## config.mk

```make
export PLATFORM = sky130hd
export DESIGN_NAME = fir_input_sequencer
export DESIGN_NICKNAME = d
export VERILOG_FILES = /design/src/rtl/fir_input_sequencer.sv
export SDC_FILE = /design/constraint.sdc
export NUM_CORES = 1
export LEC_CHECK = 0
export CAP_MARGIN = 30
export CELL_PAD_IN_SITES_DETAIL_PLACEMENT = 0
export CELL_PAD_IN_SITES_GLOBAL_PLACEMENT = 1
export CORE_MARGIN = 3
export CORE_UTILIZATION = 38
export CTS_CLUSTER_SIZE = 16
export DETAILED_ROUTE_END_ITERATION = 7
export GPL_TIMING_DRIVEN = 0
export HOLD_SLACK_MARGIN = 0.08
export MAX_ROUTING_LAYER = met4
export PLACE_DENSITY = 0.71
export SKIP_LAST_GASP = 1
export SYNTH_ARGS = -nofsm -noshare
export SYNTH_HDL_FRONTEND = slang
export SYNTH_SLANG_ARGS = --single-unit
```

## constraint.sdc

```tcl
create_clock -name clk -period 3.1 [get_ports clk]
set_input_delay 0.62 -clock clk [delete_from_list [all_inputs] [get_ports clk]]
set_output_delay 0.62 -clock clk [all_outputs]
set_load 0.02 [all_outputs]
```

## src/rtl/fir_input_sequencer.sv

```systemverilog
`timescale 1ns/1ps
// fir_input_sequencer: upstream feeder for fir_filter.
// Buffers source samples in a FIFO and sequences sample and coefficient
// handshakes toward the filter, one transfer at a time, with timeouts.
//
// Ports:
//   clk, reset       rising-edge clock, synchronous active-high reset
//   in_data/valid    sample source; in_ready = FIFO not full (registered)
//   coeff_set        NUM_COEFF coefficients, k at [k*DATA_W +: DATA_W]
//   coeff_start      one-cycle request to load coeff_set
//   modwait          filter busy flag (rise = accepted, fall = done)
//   sample_data,
//   data_ready       sample handshake to the filter
//   fir_coefficient,
//   load_coeff       coefficient handshake to the filter
//   coeff_busy       coefficient sequence in progress
//   fifo_count       occupied FIFO entries
//   timeout_err      sticky handshake-timeout flag
module fir_input_sequencer #(
    parameter int DATA_W     = 16,
    parameter int FIFO_DEPTH = 8,
    parameter int NUM_COEFF  = 4,
    parameter int LC_PULSE   = 2,
    parameter int S_TIMEOUT  = 25,
    parameter int C_TIMEOUT  = 10
) (
    input  logic                        clk,
    input  logic                        reset,
    input  logic [DATA_W-1:0]           in_data,
    input  logic                        in_valid,
    output logic                        in_ready,
    input  logic [NUM_COEFF*DATA_W-1:0] coeff_set,
    input  logic                        coeff_start,
    input  logic                        modwait,
    output logic [DATA_W-1:0]           sample_data,
    output logic                        data_ready,
    output logic [DATA_W-1:0]           fir_coefficient,
    output logic                        load_coeff,
    output logic                        coeff_busy,
    output logic [$clog2(FIFO_DEPTH):0] fifo_count,
    output logic                        timeout_err
);

    localparam int AW   = $clog2(FIFO_DEPTH);
    localparam int CW   = AW + 1;
    localparam int KI   = $clog2(NUM_COEFF);
    localparam int PW   = $clog2(LC_PULSE + 1);
    localparam int TMAX = (S_TIMEOUT > C_TIMEOUT) ? S_TIMEOUT : C_TIMEOUT;
    localparam int TW   = $clog2(TMAX + 1);

    typedef enum logic [2:0] {
        IDLE,
        C_PULSE,
        C_WAIT,
        S_REQ,
        S_WAIT,
        GAP
    } state_t;

    state_t state_q, state_d;

    logic [DATA_W-1:0] mem_q [FIFO_DEPTH];
    logic [AW-1:0]     wr_ptr_q, rd_ptr_q;
    logic [CW-1:0]     count_q, count_d;
    logic              in_ready_q;
    logic              push, pop;

    logic [DATA_W-1:0] coef_q [NUM_COEFF];
    logic [DATA_W-1:0] coef_d [NUM_COEFF];
    logic [KI-1:0]     k_q, k_d, k_nxt;
    logic [PW-1:0]     pcnt_q, pcnt_d;
    logic [TW-1:0]     tmr_q, tmr_d, tmr_inc;
    logic              seen_q, seen_d;
    logic              pend_q, pend_d;
    logic              mw_q;
    logic              rise, fall, s_tmo, c_tmo;

    logic [DATA_W-1:0] sample_q, sample_d;
    logic [DATA_W-1:0] fc_q, fc_d;
    logic              dr_q, dr_d;
    logic              lc_q, lc_d;
    logic              cb_q, cb_d;
    logic              err_q, err_d;

    assign push    = in_valid && in_ready_q;
    assign count_d = count_q + CW'(push) - CW'(pop);

    assign rise    = modwait && !mw_q;
    assign fall    = !modwait && mw_q;
    assign tmr_inc = tmr_q + TW'(1);
    assign s_tmo   = (tmr_inc == TW'(S_TIMEOUT));
    assign c_tmo   = (tmr_inc == TW'(C_TIMEOUT));
    assign k_nxt   = k_q + KI'(1);

    always_comb begin
        state_d  = state_q;
        k_d      = k_q;
        pcnt_d   = pcnt_q;
        tmr_d    = tmr_q;
        seen_d   = seen_q;
        pend_d   = pend_q;
        coef_d   = coef_q;
        sample_d = sample_q;
        fc_d     = fc_q;
        dr_d     = dr_q;
        lc_d     = lc_q;
        cb_d     = cb_q;
        err_d    = err_q;
        pop      = 1'b0;

        // One-deep memory of a start request that arrives while busy.
        if (coeff_start && state_q != IDLE) begin
            pend_d = 1'b1;
        end

        unique case (state_q)
            IDLE: begin
                if (coeff_start || pend_q) begin
                    for (int i = 0; i < NUM_COEFF; i++) begin
                        coef_d[i] = coeff_set[i*DATA_W +: DATA_W];
                    end
                    pend_d  = 1'b0;
                    k_d     = '0;
                    pcnt_d  = '0;
                    tmr_d   = '0;
                    seen_d  = 1'b0;
                    fc_d    = coeff_set[0 +: DATA_W];
                    lc_d    = 1'b1;
                    cb_d    = 1'b1;
                    state_d = C_PULSE;
                end else if (count_q != '0) begin
                    pop      = 1'b1;
                    sample_d = mem_q[rd_ptr_q];
                    dr_d     = 1'b1;
                    tmr_d    = '0;
                    state_d  = S_REQ;
                end
            end
            C_PULSE: begin
                tmr_d  = tmr_inc;
                seen_d = seen_q || rise;
                if (c_tmo) begin
                    err_d   = 1'b1;
                    lc_d    = 1'b0;
                    cb_d    = 1'b0;
                    state_d = GAP;
                end else if (pcnt_q + PW'(1) == PW'(LC_PULSE)) begin
                    lc_d    = 1'b0;
                    state_d = C_WAIT;
                end else begin
                    pcnt_d = pcnt_q + PW'(1);
                end
            end
            C_WAIT: begin
                tmr_d  = tmr_inc;
                seen_d = seen_q || rise;
                // Only a fall that follows an observed rise ends the transfer.
                if (fall && seen_q) begin
                    if (k_q == KI'(NUM_COEFF - 1)) begin
                        cb_d    = 1'b0;
                        state_d = GAP;
                    end else begin
                        k_d     = k_nxt;
                        fc_d    = coef_q[k_nxt];
                        lc_d    = 1'b1;
                        pcnt_d  = '0;
                        tmr_d   = '0;
                        seen_d  = 1'b0;
                        state_d = C_PULSE;
                    end
                end else if (c_tmo) begin
                    err_d   = 1'b1;
                    cb_d    = 1'b0;
                    state_d = GAP;
                end
            end
            S_REQ: begin
                tmr_d = tmr_inc;
                if (s_tmo) begin
                    err_d   = 1'b1;
                    dr_d    = 1'b0;
                    state_d = GAP;
                end else if (rise) begin
                    dr_d    = 1'b0;
                    state_d = S_WAIT;
                end
            end
            S_WAIT: begin
                tmr_d = tmr_inc;
                if (fall) begin
                    state_d = GAP;
                end else if (s_tmo) begin
                    err_d   = 1'b1;
                    state_d = GAP;
                end
            end
            GAP: begin
                state_d = IDLE;
            end
            default: begin
                state_d = IDLE;
            end
        endcase
    end

    always_ff @(posedge clk) begin
        if (!reset && push) begin
            mem_q[wr_ptr_q] <= in_data;
        end
    end

    always_ff @(posedge clk) begin
        if (reset) begin
            state_q    <= IDLE;
            wr_ptr_q   <= '0;
            rd_ptr_q   <= '0;
            count_q    <= '0;
            in_ready_q <= 1'b1;
            coef_q     <= '{default: '0};
            k_q        <= '0;
            pcnt_q     <= '0;
            tmr_q      <= '0;
            seen_q     <= 1'b0;
            pend_q     <= 1'b0;
            mw_q       <= 1'b0;
            sample_q   <= '0;
            fc_q       <= '0;
            dr_q       <= 1'b0;
            lc_q       <= 1'b0;
            cb_q       <= 1'b0;
            err_q      <= 1'b0;
        end else begin
            state_q    <= state_d;
            wr_ptr_q   <= wr_ptr_q + AW'(push);
            rd_ptr_q   <= rd_ptr_q + AW'(pop);
            count_q    <= count_d;
            in_ready_q <= (count_d != CW'(FIFO_DEPTH));
            coef_q     <= coef_d;
            k_q        <= k_d;
            pcnt_q     <= pcnt_d;
            tmr_q      <= tmr_d;
            seen_q     <= seen_d;
            pend_q     <= pend_d;
            mw_q       <= modwait;
            sample_q   <= sample_d;
            fc_q       <= fc_d;
            dr_q       <= dr_d;
            lc_q       <= lc_d;
            cb_q       <= cb_d;
            err_q      <= err_d;
        end
    end

    assign in_ready        = in_ready_q;
    assign fifo_count      = count_q;
    assign sample_data     = sample_q;
    assign data_ready      = dr_q;
    assign fir_coefficient = fc_q;
    assign load_coeff      = lc_q;
    assign coeff_busy      = cb_q;
    assign timeout_err     = err_q;

endmodule

```

======== After elaboration in Yosys (flattened, before gate mapping) ========
Memory sizes are Yosys's and may differ from the RTL's. A register that Yosys moved wholly into a read port is not among the register bits.
Index checks and enable logic that the tools add are counted.
operators by class
  add/sub/neg operators ................... 7
  $lt $le $gt $ge ......................... 1
  equal/unequal tests ..................... 24
  muxes and demuxes ....................... 65
  bitwise operators ....................... 2
  reduce and logical (&&, ||, !) cells .... 31
operators with widths
  cell                                                              number
  16-bit two-way mux                                                5
  3-bit two-way mux                                                 11
  16-bit binary-select mux with 2-bit select                        1
  16-bit case mux with 2 select lines                               1
  1-bit two-way mux                                                 27
  5-bit two-way mux                                                 4
  2-bit != test (second input constant)                             9
  3-bit != test (second input constant)                             6
  3-bit case mux with 5 select lines                                1
  5-bit case mux with 3 select lines                                1
  2-bit two-way mux                                                 7
  5-bit AND reduction                                               2
  1-bit case mux with 3 select lines                                3
  3-bit AND reduction                                               3
  3-bit nonzero test                                                3
  4-bit AND reduction                                               2
  4-bit nonzero test                                                2
  3-bit by 1-bit adder with 3-bit output                            2
  3-bit by 2-bit == test with 1-bit output (second input constant)  2
  1-bit logical AND                                                 6
  2-bit case mux with 3 select lines                                1
  2-bit AND reduction                                               3
  6-bit AND reduction                                               1
  5-bit by 1-bit adder with 5-bit output (second input constant)    1
  other kinds (20)                                                  26
storage, ports and cells
  flip-flop bits (word level) ............. 110
  RAM bits ................................ 128
  bits of input ports ..................... 85
  output and inout port bits .............. 41
  logic and storage cells ................. 151
  memories kept ........................... 1
memory list
  name   depth  bits a word  read ports  clocked after memory_dff  wr ports  RTL line  source
  mem_q  8      16           1           1                         1         62        logic [DATA_W-1:0] mem_q [FIFO_DEPTH];

======== Logic depth before layout (Yosys ltp) ========
  word-level depth ........................ 8
  gate-level depth with buffers ........... 12
  gate-level depth less buffers ........... 11

======== Worst setup path before layout ========
Ideal clock, no wire load.
  kind .................................... input -> register
  start point ............................. input in_valid
  end point ............................... memory mem_q[0][0] (enable)
  library setup time ...................... 0.409 ns
  arrival time ............................ 2.242 ns
  data required time ...................... 2.691 ns
  setup slack ............................. 0.448 ns
  cell stages on the path ................. 3
  buffers on the path ..................... 0
  cell sequence ........................... nand2_1 > or3_1 > nor3_1
between the ends
  word-level cells in the longest chain between the ends .. 4
RTL lines
  what                                     RTL line  source
  start: declaration                       30        input logic in_valid,
  1-bit logical AND                        85        assign push = in_valid && in_ready_q;
  1-bit logical AND                        207       if (!reset && push) begin
  1-bit two-way mux                        207
  1-bit two-way mux (not written as such)  208       mem_q[wr_ptr_q] <= in_data;
  end: declaration                         62
No other way between the ends.

======== Worst setup path after layout ========
  start point ............................. register state_q[0]
  end point ............................... register in_ready_q, in the netlist in_ready
between the ends
  word-level cells in the longest chain between the ends .. 4
RTL lines
  what                                         RTL line  source
  start: declaration                           60        state_t state_q, state_d;
  start signal: assignment                     233       state_q <= state_d;
  3-bit logical NOT                            116       unique case (state_q)
  1-bit two-way mux                            116
  4-bit by 1-bit subtractor with 4-bit output  86        assign count_d = count_q + CW'(push) - CW'(pop);
  4-bit != test                                237       in_ready_q <= (count_d != CW'(FIFO_DEPTH));
  end signal: assignment                       237
  end: declaration                             65        logic in_ready_q;
No other way between the ends.
A chain may end at the register's enable or synchronous reset.

==> flow_summary.ini <==
[yosys]
ys_warn_count = 0
yosysSeqAreaShare = 0.616
synth.net_count = 923
async_flop_share = 0
synth-edff-count = 128
yosysUniqueCellTypes = 64
postSynthCellCount = 825
netlist_area_um2 = 10300
ys_seq_elements = 254
syn_area_per_cell_um2 = 12.5
ys_dominant_reg_cell = edfxtp_1

[finish]
drive_gt1_frac = 0.151
areaGrowthSynthToFinish_pct = 26.6
fin_nets = 1087

[worst_setup_path]
startpoint_type = flop
cp_max_fo = 10
path_delay_family = simple AND/OR/NAND/NOR gates
required_ps = 3510
endpoint_kind = flop
worst_path_max_delay_cell = fa_1
cp_slowest_stage_delay_ps = 370
critPathKind = flop to flop
cp.arrival_ps = 3250
cp_cell_sequence = buf_2 -> nor3_2 -> nand2_1 -> nor2_4 -> clkbuf_4 -> xnor2_1 -> ha_1 -> inv_1 -> fa_1 -> xor2_1 -> nand4b_1
critical_path_buf_inv_count = 3

[drt]
postRouteAntennaNets = 0
via_count = 6982
firstDrtPassIters = 4
drc = 0
routed_wl_mm = 26.7
via_per_inst = 5.19
first_iter_violations = 350
wire_per_inst_um = 19.8

[grt]
grt_first_pass_wirelength_mm = 41.3
grt_max_degree = 15
grt_pass1_vias = 7007
track_usage = 0.188
antenna_found_initial = 1
grt_overflow_total = 0

[hold_path]
hold_path.class = flop to flop

[clocking]
cts.path.max_buffers = 3
htreeDepth = 1
cts_resized = 0
clock-sinks = 254
worstSkewPairLatency_ps = 540
cts_setup_buffers = 0
cts_hold_buf = 0
cts_tree = yes
cts-root-buf = clkbuf_16
cts_buffers = 27
path_clk_slew_ps = 60

[sta]
timing_worst_slew_pin_value_ps = 828
hold_viol = 0
clock.fmax_mhz = 353
max_slew_margin = 0.444
tns_ps = 0
fin_hold_ws_ps = 453
maxSlewViolCount = 0
period_share = 0.915
period_minus_slack_ps = 2840
rsz0062_at_grt = no
skew_ps = 10.2
setup_viol = 0

[floorplanning]
boundaryPins = 126
std_cell_rows = 59
start_util = 0.391
die-area_um2 = 29200
core-area_um2 = 26400
die_height_um = 171
die_w_um = 171

[flow_run]
maxCapViolations = 0

[outcome]
status = completed

[power]
peakVddDrop_mv = 0.554
p_per_area_nw_per_um2 = 884
leakage_uw = 0.00445

[placed_design]
dpl.hpwl_mm = 19.0
io_buffers = 125
gp_congestion = 0.834
[metrics by stage]
stage / cell area, µm² / std cells / util / total power [µW] / worst slack [ps]
detailed placement: 12200 / 1295 / 0.460 / 8340 / -315
global placement: 12000 / 1285 / 0.454 / 8290 / -1400
global route: 13100 / 1345 / 0.495 / 12300 / 47.4
finish: 13100 / 1345 / 0.495 / 11600 / 264
CTS: 13100 / 1344 / 0.495 / 11700 / 206
floorplan: 10300 / 825 / - / 6960 / 448
[cell usage in the layout (no fill, tap or decap), types with 9 or more instances in the layout]
master / netlist / final
mux4_2: 48 / 48
inv_1: 15 / 15
clkdlybuf4s50_1: 0 / 125
mux2i_1: 16 / 16
a21oi_1: 77 / 77
edfxtp_1: 128 / 128
buf_2: 20 / 19
ha_1: 12 / 12
clkbuf_16: 0 / 27
nand2_1: 144 / 144
nor3_1: 27 / 25
a211oi_1: 21 / 21
dfxtp_1: 126 / 126
clkbuf_1: 24 / 30
nor2_1: 64 / 58
buf_6: 5 / 9
[registers in the layout, summed over array words and instances (netlist names), 2 cells and up]
name / flops
pcnt_q: 2
state_q: 3
k_q: 2
fifo_count: 4
sample_data: 16
coef_q: 64
rd_ptr_q: 3
wr_ptr_q: 3
fir_coefficient: 16
tmr_q: 5
mem_q: 128
[cell type report]
cell class,count,area [µm²]
Antenna cell,1,2.50
Inverter,15,56.3
Tap cell,335,419
Buffer,55,279
Timing Repair Buffer,135,1390
Clock buffer,36,739
Sequential cell,254,6370
Multi-Input combinational cell,501,3660
Clock inverter,13,176
Fill cell,2379,13300
[cell families (layout without fill, tap and decap cells)]
group                      count (synthesis)  in the layout  share of synthesized area
DFF                                      254            254                      0.616
adders and majority gates                 13             13                     0.0165
xor gates and xnor gates                   7              7                    0.00593
and+or+nand+nor                          274            274                      0.117
buffers and inverters                     70            254                     0.0322
AOI/OAI and AO/OA                        143            143                     0.0928
other                                      0              1                          0
muxes                                     64             64                      0.120
[cells in the mapped netlist, types with 2 or more instances]
cell type,number,area [µm²]
a21o_1,2,15.0
xnor2_1,6,52.6
or3_1,2,12.5
nor2_1,64,240
buf_2,20,100
mux4_2,48,1080
dfxtp_1,126,2520
nor2b_1,7,43.8
buf_1,4,15.0
nand2_1,144,541
o21ai_1,2,10.0
ha_1,12,150
o2bb2ai_1,2,17.5
nor4_1,2,12.5
a211oi_1,21,158
inv_1,15,56.3
buf_6,5,56.3
nor3_1,27,135
a21oi_1,77,385
a221oi_2,8,120
edfxtp_1,128,3840
clkbuf_1,24,90.1
mux2i_1,16,160
o31ai_1,3,22.5
nand3_1,6,30.0
nand2b_1,4,25.0
a221oi_1,8,70.1
nand3b_1,2,15.0
buf_4,2,15.0
o21ai_0,4,20.0
[where the power goes]
group	switching [µW]	internal, µW
Clock	1310	2010
Sequential	316	4040
Combinational	2190	1710
[worst min-delay path, delay by kind of cell, from the launching register on]
kind	cells	cell delay, ps
flip-flops	1	300
AO/OA/AOI/OAI	1	50
AND/OR/NAND/NOR	1	50
[worst paths after layout]
kind	to	slack (ps)	startpoint	cells after the start
min reg2reg	coef_q[60]	450	coef_q[60]	2
min	coef_q[60]	450	coef_q[60]	2
max reg2reg	in_ready	260	state_q[0]	11
max	in_ready	260	state_q[0]	11
[routing by layer]
layer	part of all wire	track usage
met2	0.48	0.300
met1	0.45	0.255
met4	0.016	0.0378
met5	0	-
met3	0.056	0.0335
Note: power is estimated with default switching activity, not from simulation.
